File: src/rtl/decentral_demux.sv
// rtl/decentral_demux.sv - registered write distributor with single writes and auto-incrementing bursts
module decentral_demux #(
    parameter int DATA_WIDTH = 1,
    parameter int ADR_WIDTH  = 8,
    parameter int NINPUTS    = 16
) (
    input  logic                          CLK_I,
    input  logic                          RST_I,
    input  logic [ADR_WIDTH-1:0]          SELECT_I,
    input  logic [DATA_WIDTH-1:0]         DATA_I,
    input  logic                          WR_I,
    input  logic                          START_I,
    input  logic [ADR_WIDTH-1:0]          COUNT_I,
    input  logic                          VALID_I,
    output logic                          READY_O,
    input  logic                          CLEAR_I,
    output logic [NINPUTS*DATA_WIDTH-1:0] DATA_O,
    output logic                          BUSY_O,
    output logic                          DONE_O,
    output logic                          ERR_O
);

    typedef enum logic [1:0] {
        IDLE  = 2'd0,
        BURST = 2'd1,
        DONE  = 2'd2
    } state_t;

    // One extra bit so NINPUTS == 2**ADR_WIDTH still compares correctly.
    localparam logic [ADR_WIDTH:0]   NSLOTS    = (ADR_WIDTH+1)'(NINPUTS);
    localparam logic [ADR_WIDTH-1:0] LAST_SLOT = ADR_WIDTH'(NINPUTS - 1);

    state_t                        state, state_n;
    logic [ADR_WIDTH-1:0]          ptr, ptr_n;
    logic [ADR_WIDTH-1:0]          rem, rem_n;
    logic [NINPUTS*DATA_WIDTH-1:0] slots;
    logic                          err;

    logic                          sel_ok;
    logic                          wr_en;
    logic [ADR_WIDTH-1:0]          wr_idx;
    logic                          err_set;

    assign sel_ok = ({1'b0, SELECT_I} < NSLOTS);

    always_comb begin
        state_n = state;
        ptr_n   = ptr;
        rem_n   = rem;
        wr_en   = 1'b0;
        wr_idx  = ptr;
        err_set = 1'b0;
        case (state)
            IDLE: begin
                if (START_I) begin
                    if (!sel_ok) begin
                        err_set = 1'b1;
                    end else begin
                        ptr_n   = SELECT_I;
                        rem_n   = COUNT_I;
                        state_n = (COUNT_I == '0) ? DONE : BURST;
                    end
                end else if (WR_I) begin
                    if (sel_ok) begin
                        wr_en  = 1'b1;
                        wr_idx = SELECT_I;
                    end else begin
                        err_set = 1'b1;
                    end
                end
            end
            BURST: begin
                if (VALID_I) begin
                    wr_en  = 1'b1;
                    wr_idx = ptr;
                    ptr_n  = (ptr == LAST_SLOT) ? '0 : ptr + ADR_WIDTH'(1);
                    rem_n  = rem - ADR_WIDTH'(1);
                    if (rem == ADR_WIDTH'(1)) begin
                        state_n = DONE;
                    end
                end
            end
            DONE: begin
                state_n = IDLE;
            end
            default: begin
                state_n = IDLE;
            end
        endcase
    end

    always_ff @(posedge CLK_I) begin
        if (RST_I) begin
            state <= IDLE;
            ptr   <= '0;
            rem   <= '0;
            slots <= '0;
            err   <= 1'b0;
        end else begin
            state <= state_n;
            ptr   <= ptr_n;
            rem   <= rem_n;
            err   <= err_set | (err & ~CLEAR_I);
            // Clear beats a coincident write; the burst pointer still advances above.
            if (CLEAR_I) begin
                slots <= '0;
            end else if (wr_en) begin
                for (int i = 0; i < NINPUTS; i++) begin
                    if (wr_idx == ADR_WIDTH'(i)) begin
                        slots[i*DATA_WIDTH +: DATA_WIDTH] <= DATA_I;
                    end
                end
            end
        end
    end

    assign DATA_O  = slots;
    assign READY_O = (state == BURST);
    assign BUSY_O  = (state != IDLE);
    assign DONE_O  = (state == DONE);
    assign ERR_O   = err;

endmodule

File: config.mk
export PLATFORM = sky130hd
export DESIGN_NAME = decentral_demux
export DESIGN_NICKNAME = d
export VERILOG_FILES = /design/src/rtl/decentral_demux.sv
export SDC_FILE = /design/constraint.sdc
export NUM_CORES = 1
export LEC_CHECK = 0
export ABC_CLOCK_PERIOD_IN_PS = 2300
export BUFFER_PORTS_ARGS = -buffer_cell sky130_fd_sc_hd__buf_2
export CAP_MARGIN = 20
export CORE_MARGIN = 1.5
export CORE_UTILIZATION = 54
export CTS_CLUSTER_SIZE = 12
export DETAILED_ROUTE_END_ITERATION = 8
export PLACE_DENSITY = 0.79
export SYNTH_ARGS = -nofsm -noshare
export SYNTH_HDL_FRONTEND = slang
export SYNTH_SLANG_ARGS = --single-unit
File: constraint.sdc
create_clock -name CLK_I -period 2.3 [get_ports CLK_I]
set_input_delay 0.23 -clock CLK_I [delete_from_list [all_inputs] [get_ports CLK_I]]
set_output_delay 0.23 -clock CLK_I [all_outputs]
set_load 0.05 [all_outputs]
==> results.md <==
* Min-delay src: CLEAR_I
* CP startpoint: ptr[7]
* Boundary pin count at 43
* Worst EP arrival at 2.28 ns
* Initial antenna violation count at 0
* CTS sink count at 35
* R2R depth at 4
* Main combinational cell family by area after synthesis: simple AND/OR/NAND/NOR gates
* RSZ-0062 raised after global routing: false
* Vias in the first global route at 1775
* Reg2reg start: ptr[7]
* Worst hold path depth at 3
* Fin. max-slew vios at 0
* Die height at 65.0 um
* Final setup margin at 0.234 ns
* Worst-Margin Slew at 0.762 ns
* Post-layout min period at 2.07 ns
* Most common cell after layout, fill and taps aside: buf_2
* First-pass GRT wire length at 8680 um
* Compound-Gate Fraction of Synth Area at 0.222
* Outcome: complete, no violations
* CP Max Fanout at 6
* Cell Area, Placed at 0.00232 sq mm
* Max cap viols at 0
* Clock root cell: clkbuf_8
* Xor-xnor portion of the synthesized cell area at 0.00421
* Post-Synth Adder-Cell Area at 0.0181
* F_max at 484 MHz
* Row count at 22
* Avg Inst Size Synth at 7.93 sq um
* Clock skew at 0.00989 ns
* H-tree depth at 2
* Post-synthesis sequential area ratio at 0.337
* Initial core utilization at 0.563
* CTS Buf Count at 5
* Hold endpoint: ERR_O
* Total number of yosys warnings at 0
* Leak at 0.994 nW
* HPWL Detailed at 3920 um
* Post-synthesis simple-gate area fraction at 0.275
* Area added between synthesis and finish at 17.5%
* Worst-Skew Late Latency at 0.29 ns
* DR iter-0 viols at 192
* Drt drc at 0
* Worst setup EP type: flip-flop
* Final hold vios at 0
* Routed wire length at 5350 um
* Final worst-path cycle share at 0.898
* Syn Nets at 288
* Total Routing Usage GR at 0.266
* Post-synthesis cell type count at 43
* Post-synthesis mux area share at 0.0927
* GPL Wtd Cong at 0.936
* Synthesized cell area at 0.00208 sq mm
* Setup_tns at 0 ns
* Synth top area cells: dfxtp_1 (34%), mux2i_1 (8.2%), nand2_1 (6.7%)
* Yosys reg bits at 35
* Post-synth ARST share at 0
* PD cells at 531 mW/mm^2
* Cts hold-fix bufs at 0
* R2R setup slack at 0.23 ns
* IO buf count at 42
* Post-synthesis cell count at 262
* Ant diodes at 0
* CTS clock-pin slew for the worst setup and hold paths at 0.08 ns
* CORE AREA at 0.00369 sq mm
* Die X at 65.0 um
* Area leader, netlist: dfxtp_1
* Fin area at 0.00244 sq mm
* Post-place setup slack at 0.0373 ns
* Setup violations, final at 0
* Startpoint types: flip-flop
* WL/cell at 15.2 um
* Vias/cell at 6.04
* Max-Slew Margin vs Limit at 0.487
* Post-synth EDFFs at 0
* Top cell type's share of synthesized area at 0.337
* Hold WC Path Type: in2reg
* Post-CTS sizing at 0
* WS Path Type: reg2reg
* Gr ovfl total at 0
* VDD IR max at 0.496 mV
* Most frequent cells in the layout: buf_2 (42), nand2_1 (37), dfxtp_1 (35), a21oi_1 (23), mux2i_1 (17)
* R2R Path End: DATA_O[0]
* First-pass iteration count of the detailed router at 5
* Clk buf depth at 2
* Largest net degree at the start of global routing at 21
* Most used DFF post-synth: dfxtp_1
* Layout Nets at 329
* Total number of vias at 2127
* DIE AREA at 0.00423 sq mm
* Setup bufs post-CTS at 0
* CTS tree: yes
* Critical Path RT at 2.51 ns
* Share of cells above drive strength 1 at 0.220
* DRT antenna net count at 0
[cell families (layout without fill, tap and decap cells)]
logic type / Yosys count / after routing
buffers and inverters: 23 / 65
xor gates and xnor gates: 1 / 1
AOI/OAI and AO/OA: 72 / 72
and+or+nand+nor: 109 / 109
DFF: 35 / 35
muxes: 19 / 19
adders and majority gates: 3 / 3
[state kept, by name, indices dropped and copies added (netlist names)]
name and flops:
ptr 8, rem 8, DATA_O 16, state 2, ERR_O 1
[where the power goes]
group | leakage [nW] | total, W | switching (W) | internal, W
Combinational | 0.654 | 0.000126 | 0.0000808 | 0.0000457
Sequential | 0.283 | 0.000619 | 0.00000690 | 0.000612
Clock | 0.0581 | 0.000552 | 0.000229 | 0.000322
Total | 0.994 | 0.00130 | 0.000317 | 0.000980
[routing by layer]
layer | GRT usage | up-vias | routed length (um)
met4 | 0.0781 | 0 | 80
met1 | 0.402 | 996 | 2510
met5 | 0 | - | 0
met2 | 0.374 | 77 | 2350
met3 | 0.0608 | 8 | 411
li1 | - | 1046 | -
[how the worst max path moves through the flow]
stage,cells past startpoint,slack [ns],end
2_1_floorplan,7,0.34,ptr[1]
3_5_place_dp,4,0.04,DATA_O[0]
5_1_grt,5,0.11,rem[4]
6_report,4,0.23,DATA_O[0]
3_3_place_gp,4,0.15,DATA_O[3]
4_1_cts,4,0.24,DATA_O[0]
[Yosys cell counts, types with 2 or more instances]
cell      instances
a211oi_1          5
o211ai_1          3
a21o_1            3
or4_4             2
nor4_1            8
a211o_1           2
mux2_2            2
buf_2             4
o21ai_0          11
dfxtp_1          35
or4_1             2
clkbuf_1          9
a31oi_1           4
nand3_1           8
inv_1             7
nand2_1          37
nand2b_1          9
and2_1            3
nor3_1           15
nor2_1           12
o22ai_1          15
and3_1            3
mux2i_1          17
a221oi_1          2
ha_1              3
buf_6             2
a21oi_1          23
[worst max-delay path, stage by stage (launching register included)]
cell and delay [ns]:
dfxtp_1 0.34, or4_1 0.67, or4_4 0.50, o32ai_2 0.26
mux2i_1 0.22
[final cells by class]
cell class	instances	area, sq um
Clock buffer	5	68.8
Clock inverter	3	43.8
Fill cell	349	1250
Inverter	7	26.3
Multi-Input combinational cell	204	1270
Sequential cell	35	701
Tap cell	48	60.1
Timing Repair Buffer	50	270
[per-stage QoR]
step	cells	hold slack [ns]	total power [W]	util
after floorplan	262	0.403	0.000709	-
final	352	0.220	0.00130	0.662
after CTS	351	0.216	0.00130	0.660
after global placement	343	0.442	0.000755	0.629
after global routing	352	0.263	0.00134	0.662
after detailed placement	343	0.453	0.000756	0.629
No activity file was read; power rests on OpenSTA's default activity.
